File: config.mk
export PLATFORM = sky130hd
export DESIGN_NAME = bandpower_sched
export DESIGN_NICKNAME = d
export VERILOG_FILES = /design/src/rtl/bandpower_pkg.sv /design/src/rtl/rr_arbiter.sv /design/src/rtl/bandpower_sched.sv
export SDC_FILE = /design/constraint.sdc
export NUM_CORES = 1
export LEC_CHECK = 0
export ABC_AREA = 1
export CAP_MARGIN = 20
export CORE_ASPECT_RATIO = 0.9
export CORE_MARGIN = 2
export CORE_UTILIZATION = 60
export CTS_CLUSTER_SIZE = 12
export DETAILED_ROUTE_END_ITERATION = 6
export PLACE_DENSITY = 0.77
export SLEW_MARGIN = 20
export SYNTH_ARGS = -nofsm -noshare
export SYNTH_HDL_FRONTEND = slang
export SYNTH_SLANG_ARGS = --single-unit
File: constraint.sdc
create_clock -name clk -period 27.8 [get_ports clk]
set_clock_uncertainty 0.05 [all_clocks]
set_input_delay 8.34 -clock clk [delete_from_list [all_inputs] [get_ports clk]]
set_output_delay 8.34 -clock clk [all_outputs]
set_load 0.005 [all_outputs]
File: src/rtl/bandpower_pkg.sv
// Shared widths and helpers for the band-power scheduler.
// Holds the accumulator width rule and the saturating mean-power scaler.
package bandpower_pkg;

    localparam int SAMPLE_W = 16;
    localparam int POWER_W  = 16;
    localparam int SQ_W     = 2*SAMPLE_W - 1;
    localparam int WIDE_W   = 64;

    // 2^win_log2 squares of at most 2^30 each can never overflow this width.
    function automatic int acc_width(input int win_log2);
        return SQ_W + win_log2;
    endfunction

    function automatic logic [POWER_W-1:0] scale_power(input logic [WIDE_W-1:0] total,
                                                       input int shift);
        logic [WIDE_W-1:0] s;
        s = total >> shift;
        if (|s[WIDE_W-1:POWER_W]) begin
            return '1;
        end
        return s[POWER_W-1:0];
    endfunction

endpackage

File: src/rtl/rr_arbiter.sv
// Round-robin one-hot arbiter; priority starts just after the last granted request.
// Combinational grant, no latency; en=0 forces no grant and freezes the pointer.
module rr_arbiter #(
    parameter int N = 4
) (
    input  logic         clk,
    input  logic         rst,
    input  logic         en,
    input  logic [N-1:0] req,
    output logic [N-1:0] gnt
);
    localparam int PTR_W = (N > 1) ? $clog2(N) : 1;

    logic [PTR_W-1:0] last_q, last_d;
    logic [PTR_W-1:0] idx;
    logic             found;

    always_comb begin
        gnt    = '0;
        last_d = last_q;
        found  = 1'b0;
        idx    = '0;
        if (en) begin
            for (int i = 1; i <= N; i++) begin
                idx = PTR_W'((int'(last_q) + i) % N);
                if (!found && req[idx]) begin
                    found    = 1'b1;
                    gnt[idx] = 1'b1;
                    last_d   = idx;
                end
            end
        end
    end

    always_ff @(posedge clk or posedge rst) begin
        if (rst) begin
            last_q <= PTR_W'(N - 1);
        end else begin
            last_q <= last_d;
        end
    end

endmodule

File: src/rtl/bandpower_sched.sv
// Shares one square-and-accumulate path among N_CH streams, one mean-power word per window.
// Result 1 cycle after the window-final sample; a held output freezes grants and both stages.
module bandpower_sched
    import bandpower_pkg::*;
#(
    parameter int N_CH      = 4,
    parameter int WIN_LOG2  = 6,
    parameter int OUT_SHIFT = 8
) (
    input  logic                     clk,
    input  logic                     rst,
    input  logic                     clear,
    input  logic [N_CH-1:0]          in_valid,
    input  logic [SAMPLE_W*N_CH-1:0] in_data,
    output logic [N_CH-1:0]          in_ready,
    output logic                     out_valid,
    input  logic                     out_ready,
    output logic [$clog2(N_CH)-1:0]  out_ch,
    output logic [POWER_W-1:0]       out_power,
    output logic                     busy
);
    localparam int CH_W  = $clog2(N_CH);
    localparam int ACC_W = acc_width(WIN_LOG2);
    localparam logic [WIN_LOG2-1:0] CNT_MAX = '1;

    logic [ACC_W-1:0]    acc_q [N_CH];
    logic [ACC_W-1:0]    acc_d [N_CH];
    logic [WIN_LOG2-1:0] cnt_q [N_CH];
    logic [WIN_LOG2-1:0] cnt_d [N_CH];

    logic               s1_vld_q, s1_vld_d;
    logic [CH_W-1:0]    s1_ch_q, s1_ch_d;
    logic [SQ_W-1:0]    s1_sq_q, s1_sq_d;
    logic               out_valid_q, out_valid_d;
    logic [CH_W-1:0]    out_ch_q, out_ch_d;
    logic [POWER_W-1:0] out_power_q, out_power_d;

    logic                stall;
    logic                arb_en;
    logic [N_CH-1:0]     gnt;
    logic [SAMPLE_W-1:0] sel_smp;
    logic [SAMPLE_W-1:0] sel_mag;
    logic [CH_W-1:0]     sel_ch;
    logic [SQ_W-1:0]     sel_sq;
    logic [ACC_W-1:0]    total;

    assign stall  = out_valid_q & ~out_ready;
    assign arb_en = ~stall & ~clear & ~rst;

    rr_arbiter #(.N(N_CH)) u_arb (
        .clk (clk),
        .rst (rst),
        .en  (arb_en),
        .req (in_valid),
        .gnt (gnt)
    );

    // Squaring the magnitude keeps the product unsigned; 0x8000 maps to 32768 exactly.
    always_comb begin
        sel_smp = '0;
        sel_ch  = '0;
        for (int k = 0; k < N_CH; k++) begin
            if (gnt[k]) begin
                sel_smp = in_data[SAMPLE_W*k +: SAMPLE_W];
                sel_ch  = CH_W'(k);
            end
        end
        sel_mag = sel_smp[SAMPLE_W-1] ? (~sel_smp + 1'b1) : sel_smp;
        sel_sq  = SQ_W'(sel_mag) * SQ_W'(sel_mag);
    end

    always_comb begin
        acc_d       = acc_q;
        cnt_d       = cnt_q;
        s1_vld_d    = s1_vld_q;
        s1_ch_d     = s1_ch_q;
        s1_sq_d     = s1_sq_q;
        out_valid_d = out_valid_q;
        out_ch_d    = out_ch_q;
        out_power_d = out_power_q;
        total       = acc_q[s1_ch_q] + ACC_W'(s1_sq_q);
        if (clear) begin
            for (int k = 0; k < N_CH; k++) begin
                acc_d[k] = '0;
                cnt_d[k] = '0;
            end
            s1_vld_d    = 1'b0;
            out_valid_d = 1'b0;
        end else if (!stall) begin
            s1_vld_d = |gnt;
            s1_ch_d  = sel_ch;
            s1_sq_d  = sel_sq;
            if (out_valid_q && out_ready) begin
                out_valid_d = 1'b0;
            end
            if (s1_vld_q) begin
                if (cnt_q[s1_ch_q] == CNT_MAX) begin
                    acc_d[s1_ch_q] = '0;
                    cnt_d[s1_ch_q] = '0;
                    out_valid_d    = 1'b1;
                    out_ch_d       = s1_ch_q;
                    out_power_d    = scale_power(WIDE_W'(total), WIN_LOG2 + OUT_SHIFT);
                end else begin
                    acc_d[s1_ch_q] = total;
                    cnt_d[s1_ch_q] = cnt_q[s1_ch_q] + 1'b1;
                end
            end
        end
    end

    always_ff @(posedge clk or posedge rst) begin
        if (rst) begin
            for (int k = 0; k < N_CH; k++) begin
                acc_q[k] <= '0;
                cnt_q[k] <= '0;
            end
            s1_vld_q    <= 1'b0;
            s1_ch_q     <= '0;
            s1_sq_q     <= '0;
            out_valid_q <= 1'b0;
            out_ch_q    <= '0;
            out_power_q <= '0;
        end else begin
            acc_q       <= acc_d;
            cnt_q       <= cnt_d;
            s1_vld_q    <= s1_vld_d;
            s1_ch_q     <= s1_ch_d;
            s1_sq_q     <= s1_sq_d;
            out_valid_q <= out_valid_d;
            out_ch_q    <= out_ch_d;
            out_power_q <= out_power_d;
        end
    end

    always_comb begin
        busy = s1_vld_q | out_valid_q;
        for (int k = 0; k < N_CH; k++) begin
            if (cnt_q[k] != '0) begin
                busy = 1'b1;
            end
        end
    end

    assign in_ready  = gnt;
    assign out_valid = out_valid_q;
    assign out_ch    = out_ch_q;
    assign out_power = out_power_q;

endmodule

## After elaboration in Yosys (flattened, before gate mapping)

Cells that the tools add are included.

| storage, ports and cells | value |
|---|---|
| input bits | 72 |
| flip-flop bits (word level) | 227 |
| output and inout bits | 24 |

| cells by class | value |
|---|---|
| equality and inequality tests | 2 |
| order comparisons | 10 |
| $add $sub $neg | 7 |
| bitwise gates (word level) | 17 |
| multipliers | 1 |
| muxes and demuxes | 80 |
| reductions and logical operators | 24 |

Operators by type and width:

| operator | count |
|---|---|
| $mux W148 | 4 |
| $and A148 B148 Y148 | 1 |
| $bwmux W148 | 1 |
| $not A148 Y148 | 1 |
| $mux W16 | 7 |
| $mux W37 | 3 |
| $mux W24 | 4 |
| $bmux W37 S2 | 1 |
| $demux W37 S2 | 1 |
| $add A37 B31 Y37 | 1 |
| $mux W4 | 8 |
| $mul A16 B16 Y31 | 1 |
| $mux W1 | 31 |
| $and A24 B24 Y24 | 1 |
| $bwmux W24 | 1 |
| $not A24 Y24 | 1 |
| $reduce_bool A6 Y1 | 4 |
| $mux W6 | 3 |
| $add A16 B1 Y16 const B | 1 |
| $not A16 Y16 | 1 |
| $bmux W6 S2 | 1 |
| $demux W6 S2 | 1 |
| $lt A2 B3 Y1 const B | 4 |
| $mux W2 | 6 |
| other kinds (23) | 53 |

## Depth between registers and ports, before layout

| depth | value |
|---|---|
| depth after elaboration | 26 |
| mapped depth | 53 |
| mapped depth without buffers | 51 |

## Modules after synthesis

Synthesis repeated with hierarchy kept, for this count alone.

| unflattened totals | value |
|---|---|
| cells, all modules | 2997 |
| area total of the unflattened synthesis | 22132.5 um^2 |

By module, submodules not included:

| module | cells each | times used | area each (um^2) | seq. area each (um^2) |
|---|---|---|---|---|
| bandpower_sched | 2895 | 1 | 21499.4 | 5605.4 |
| rr_arbiter | 102 | 1 | 633.1 | 52.6 |

## Least setup slack after synthesis

OpenSTA, ideal clock, no wires.

| timing path | value |
|---|---|
| path kind | input-to-output |
| start point | input port clear |
| end point | output port in_ready[1] |
| arrival | 9.538 ns |
| data required time | 19.410 ns |
| path slack | 9.872 ns |
| stages on the path | 7 |
| cells stage by stage | buf_2 > nor2_4 > inv_2 > nor2_2 > inv_1 > a21oi_4 > buf_4 |

| between the ends | value |
|---|---|
| cells in the longest elaborated chain, start to end | 4 |

Ends and longest elaborated chain:

| item | RTL line | source |
|---|---|---|
| start: declaration | bandpower_sched.sv:12 | `input logic clear,` |
| $not A1 Y1 (no line) | -- |  |
| $and A1 B1 Y1 (2 in series) | bandpower_sched.sv:48 | `assign arb_en = ~stall & ~clear & ~rst;` |
| $mux W4 | rr_arbiter.sv:23 | `if (en) begin` |
| end: declaration | bandpower_sched.sv:15 | `output logic [N_CH-1:0] in_ready,` |

No other way between the ends.

## Worst setup path in the final report

| timing path | value |
|---|---|
| start point | input port clear |
| end point | output port in_ready[3] |

The elaborated chain is that of the path after synthesis.

==> flow_metrics.py <==
metrics = {
    "synthesis": {
        "synth_top_area_cell": "dfrtp_1",
        "ys_types": 61,
        "async_flop_share": 1.00,
        "synthFlopType": "dfrtp_1",
        "synth_top_area_share": 0.259,
        "synthesis.area_um2": 21600,
        "synth.avg_cell_area_um2": 7.53,
        "ys_seq_area_frac": 0.262,
        "synth_seq_cells": 226,
        "ys.warnings.count": 0,
        "synthCells": 2871,
        "synth_edf_count": 0,
        "yosys-top-cells-area": "dfrtp_1, fa_1, nand2_1",
    },
    "clock_network": {
        "cts_hold_buf": 0,
        "cts_buffer_depth": 3,
        "htree_levels": 1,
        "root_buffer": "clkbuf_16",
        "cts.sinks": 226,
        "cts_setup_buffers": 0,
        "clock_latency_ps": 540,
        "cts_tree": "done",
        "cts_resized": 0,
        "clk_pin_slew_ps": 60,
        "cts_buffers": 25,
    },
    "sta": {
        "fin_crit_sh": 0.757,
        "hold_viol": 0,
        "setup_slack_ps": 6760,
        "slew_headroom": 0.254,
        "slew_viol_final": 0,
        "setup_violations": 0,
        "max_freq_mhz": 47.5,
        "tightest_slew_ps": 1120,
        "rsz0062_at_grt": "no",
        "period_minus_slack_ps": 21040,
        "fin_tns_setup_ps": 0,
    },
    "die": {
        "core_area_um2": 35300,
        "start_util": 0.612,
        "die_w_um": 204,
        "ios": 96,
        "std_cell_rows": 65,
        "die_h_um": 184,
        "dieArea_um2": 37600,
    },
    "routing": {
        "vias_per_cell": 5.88,
        "firstDrtPassIters": 6,
        "drt-initial-drc-count": 1650,
        "antenna_left": 0,
        "route.detailed.drc": 0,
        "wirelength_um": 61800,
        "routedWlPerCell_um": 18.3,
        "vias": 19908,
    },
    "global_routing": {
        "grt_pass1_vias": 19999,
        "grt_pass1_wl_um": 101000,
        "antenna_found_initial": 0,
        "grt_max_degree": 149,
        "grt_util_all_layers": 0.334,
        "gr-total-overflow": 0,
    },
    "placed_design": {
        "globalplace.congestion": 0.943,
        "place.port_buffers": 95,
        "dp_worst_setup_slack_ps": 6750,
        "dp_hpwl_um": 43300,
    },
    "setup_path": {
        "cp_slowest_cell": "nand2_1",
        "worstSetupPathType": "primary input to primary output",
        "cpPeakStageDelay_ps": 770,
        "crit_path_end_kind": "primary output",
        "cp-start-kind": "primary input",
        "worst_ep_arrival_time_ps": 12650,
        "crit_fanout": 34,
        "worstPathRequired_ps": 19410,
        "worstPathCellList": "clkdlybuf4s50_1, nor2_4, inv_2, nor2_2, nand2_1, inv_2, clkdlybuf4s50_1",
    },
    "worst_hold_path": {
        "worstHoldPathType": "register to register",
    },
    "final_layout": {
        "antenna_cells": 0,
        "multi_input_area_um2": 13600,
        "final_common_cell": "nand2_1",
        "drive_above_1_share": 0.0534,
        "fillers": 3005,
        "nNetsFinal": 3271,
        "final_cell_mix": "nand2_1, inv_1, o21ai_0, dfrtp_1, nor2_1",
        "area_growth_syn_to_layout_pct": 9.29,
        "ff_latch_area_um2": 5660,
    },
    "job": {
        "cap_violations": 0,
    },
    "status": {
        "status": "complete, no violations",
    },
}
cell families after synthesis:
logic type,after synthesis,synth area share
other cells,1,0.000174
flops,226,0.262
simple gates,1053,0.208
buf+inv,624,0.112
xor+xnor,45,0.0203
compound gates,625,0.168
fa+ha+maj,297,0.229
state kept, by name, indices dropped and copies added (netlist names):
| signal | cells |
|---|---|
| s1_ch_q | 2 |
| u_arb.last_q | 2 |
| acc_q | 148 |
| s1_vld_q | 1 |
| out_ch | 2 |
| out_power | 16 |
| out_valid | 1 |
| cnt_q | 24 |
| s1_sq_q | 30 |
critical path: cells and delay by family:
kind,cells,cell delay [ps]
buffers and inverters,4,2160
and+or+nand+nor,3,2130
layer usage:
metal | up-vias | global-route usage | share of wire
met5 | - | 0 | 0
met4 | 0 | 0.139 | 0.039
met3 | 187 | 0.0374 | 0.083
met2 | 896 | 0.559 | 0.47
met1 | 9482 | 0.442 | 0.41
li1 | 9343 | - | -
worst paths after layout:
path                                    end  slack [ps]  cells past startpoint       from
worst max register to register  s1_sq_q[22]       16650                     43  out_valid
max in group asynchronous         acc_q[22]       18040                      4        rst
worst max-delay path            in_ready[3]        6760                      7      clear
worst min-delay path              out_ch[1]         440                      2  out_ch[1]
worst min register to register    out_ch[1]         440                      2  out_ch[1]
min in group asynchronous        s1_ch_q[0]        8310                      2        rst
cell type report:
type / instances / area share
multi-input combinational: 2031 / 0.575
inverter: 502 / 0.0805
clock inverter: 8 / 0.00196
clock buffer: 36 / 0.0299
sequential: 226 / 0.240
timing repair buffer: 116 / 0.0478
tap: 469 / 0.0248
Yosys cell counts (5+ instances only):
| cell | number |
|---|---|
| inv_1 | 482 |
| a21o_1 | 7 |
| a21oi_1 | 143 |
| nand3_1 | 175 |
| clkbuf_1 | 81 |
| nand3_2 | 5 |
| nand2_2 | 12 |
| o21ai_1 | 6 |
| o21ai_0 | 274 |
| xnor2_1 | 19 |
| nor2_4 | 11 |
| nor3_1 | 11 |
| nor2_2 | 9 |
| a221oi_1 | 6 |
| xor2_1 | 23 |
| o21a_1 | 8 |
| fa_1 | 164 |
| buf_4 | 5 |
| or2_2 | 20 |
| o32ai_1 | 12 |
| ha_1 | 133 |
| a22oi_1 | 31 |
| nand2_1 | 580 |
| buf_2 | 21 |
| buf_6 | 5 |
| dfrtp_1 | 224 |
| nor2_1 | 200 |
| a31oi_1 | 17 |
| o221ai_1 | 30 |
| nand4_1 | 16 |
| inv_2 | 15 |
| buf_1 | 9 |
| a21boi_0 | 5 |
| o22ai_1 | 58 |
per-stage QoR:
| stage | hold WS (ps) | area, µm² | cells | utilization |
|---|---|---|---|---|
| after floorplan | 398 | 21600 | 2881 | - |
| after global placement | 414 | 22800 | 3343 | 0.647 |
| after detailed placement | 423 | 22800 | 3343 | 0.647 |
| after CTS | 438 | 23600 | 3387 | 0.668 |
| after global routing | 461 | 23600 | 3388 | 0.669 |
| final | 443 | 23600 | 3388 | 0.669 |
Power is not shown: default switching activity piles up to over one toggle a cycle in this logic, so the estimate is an artifact.
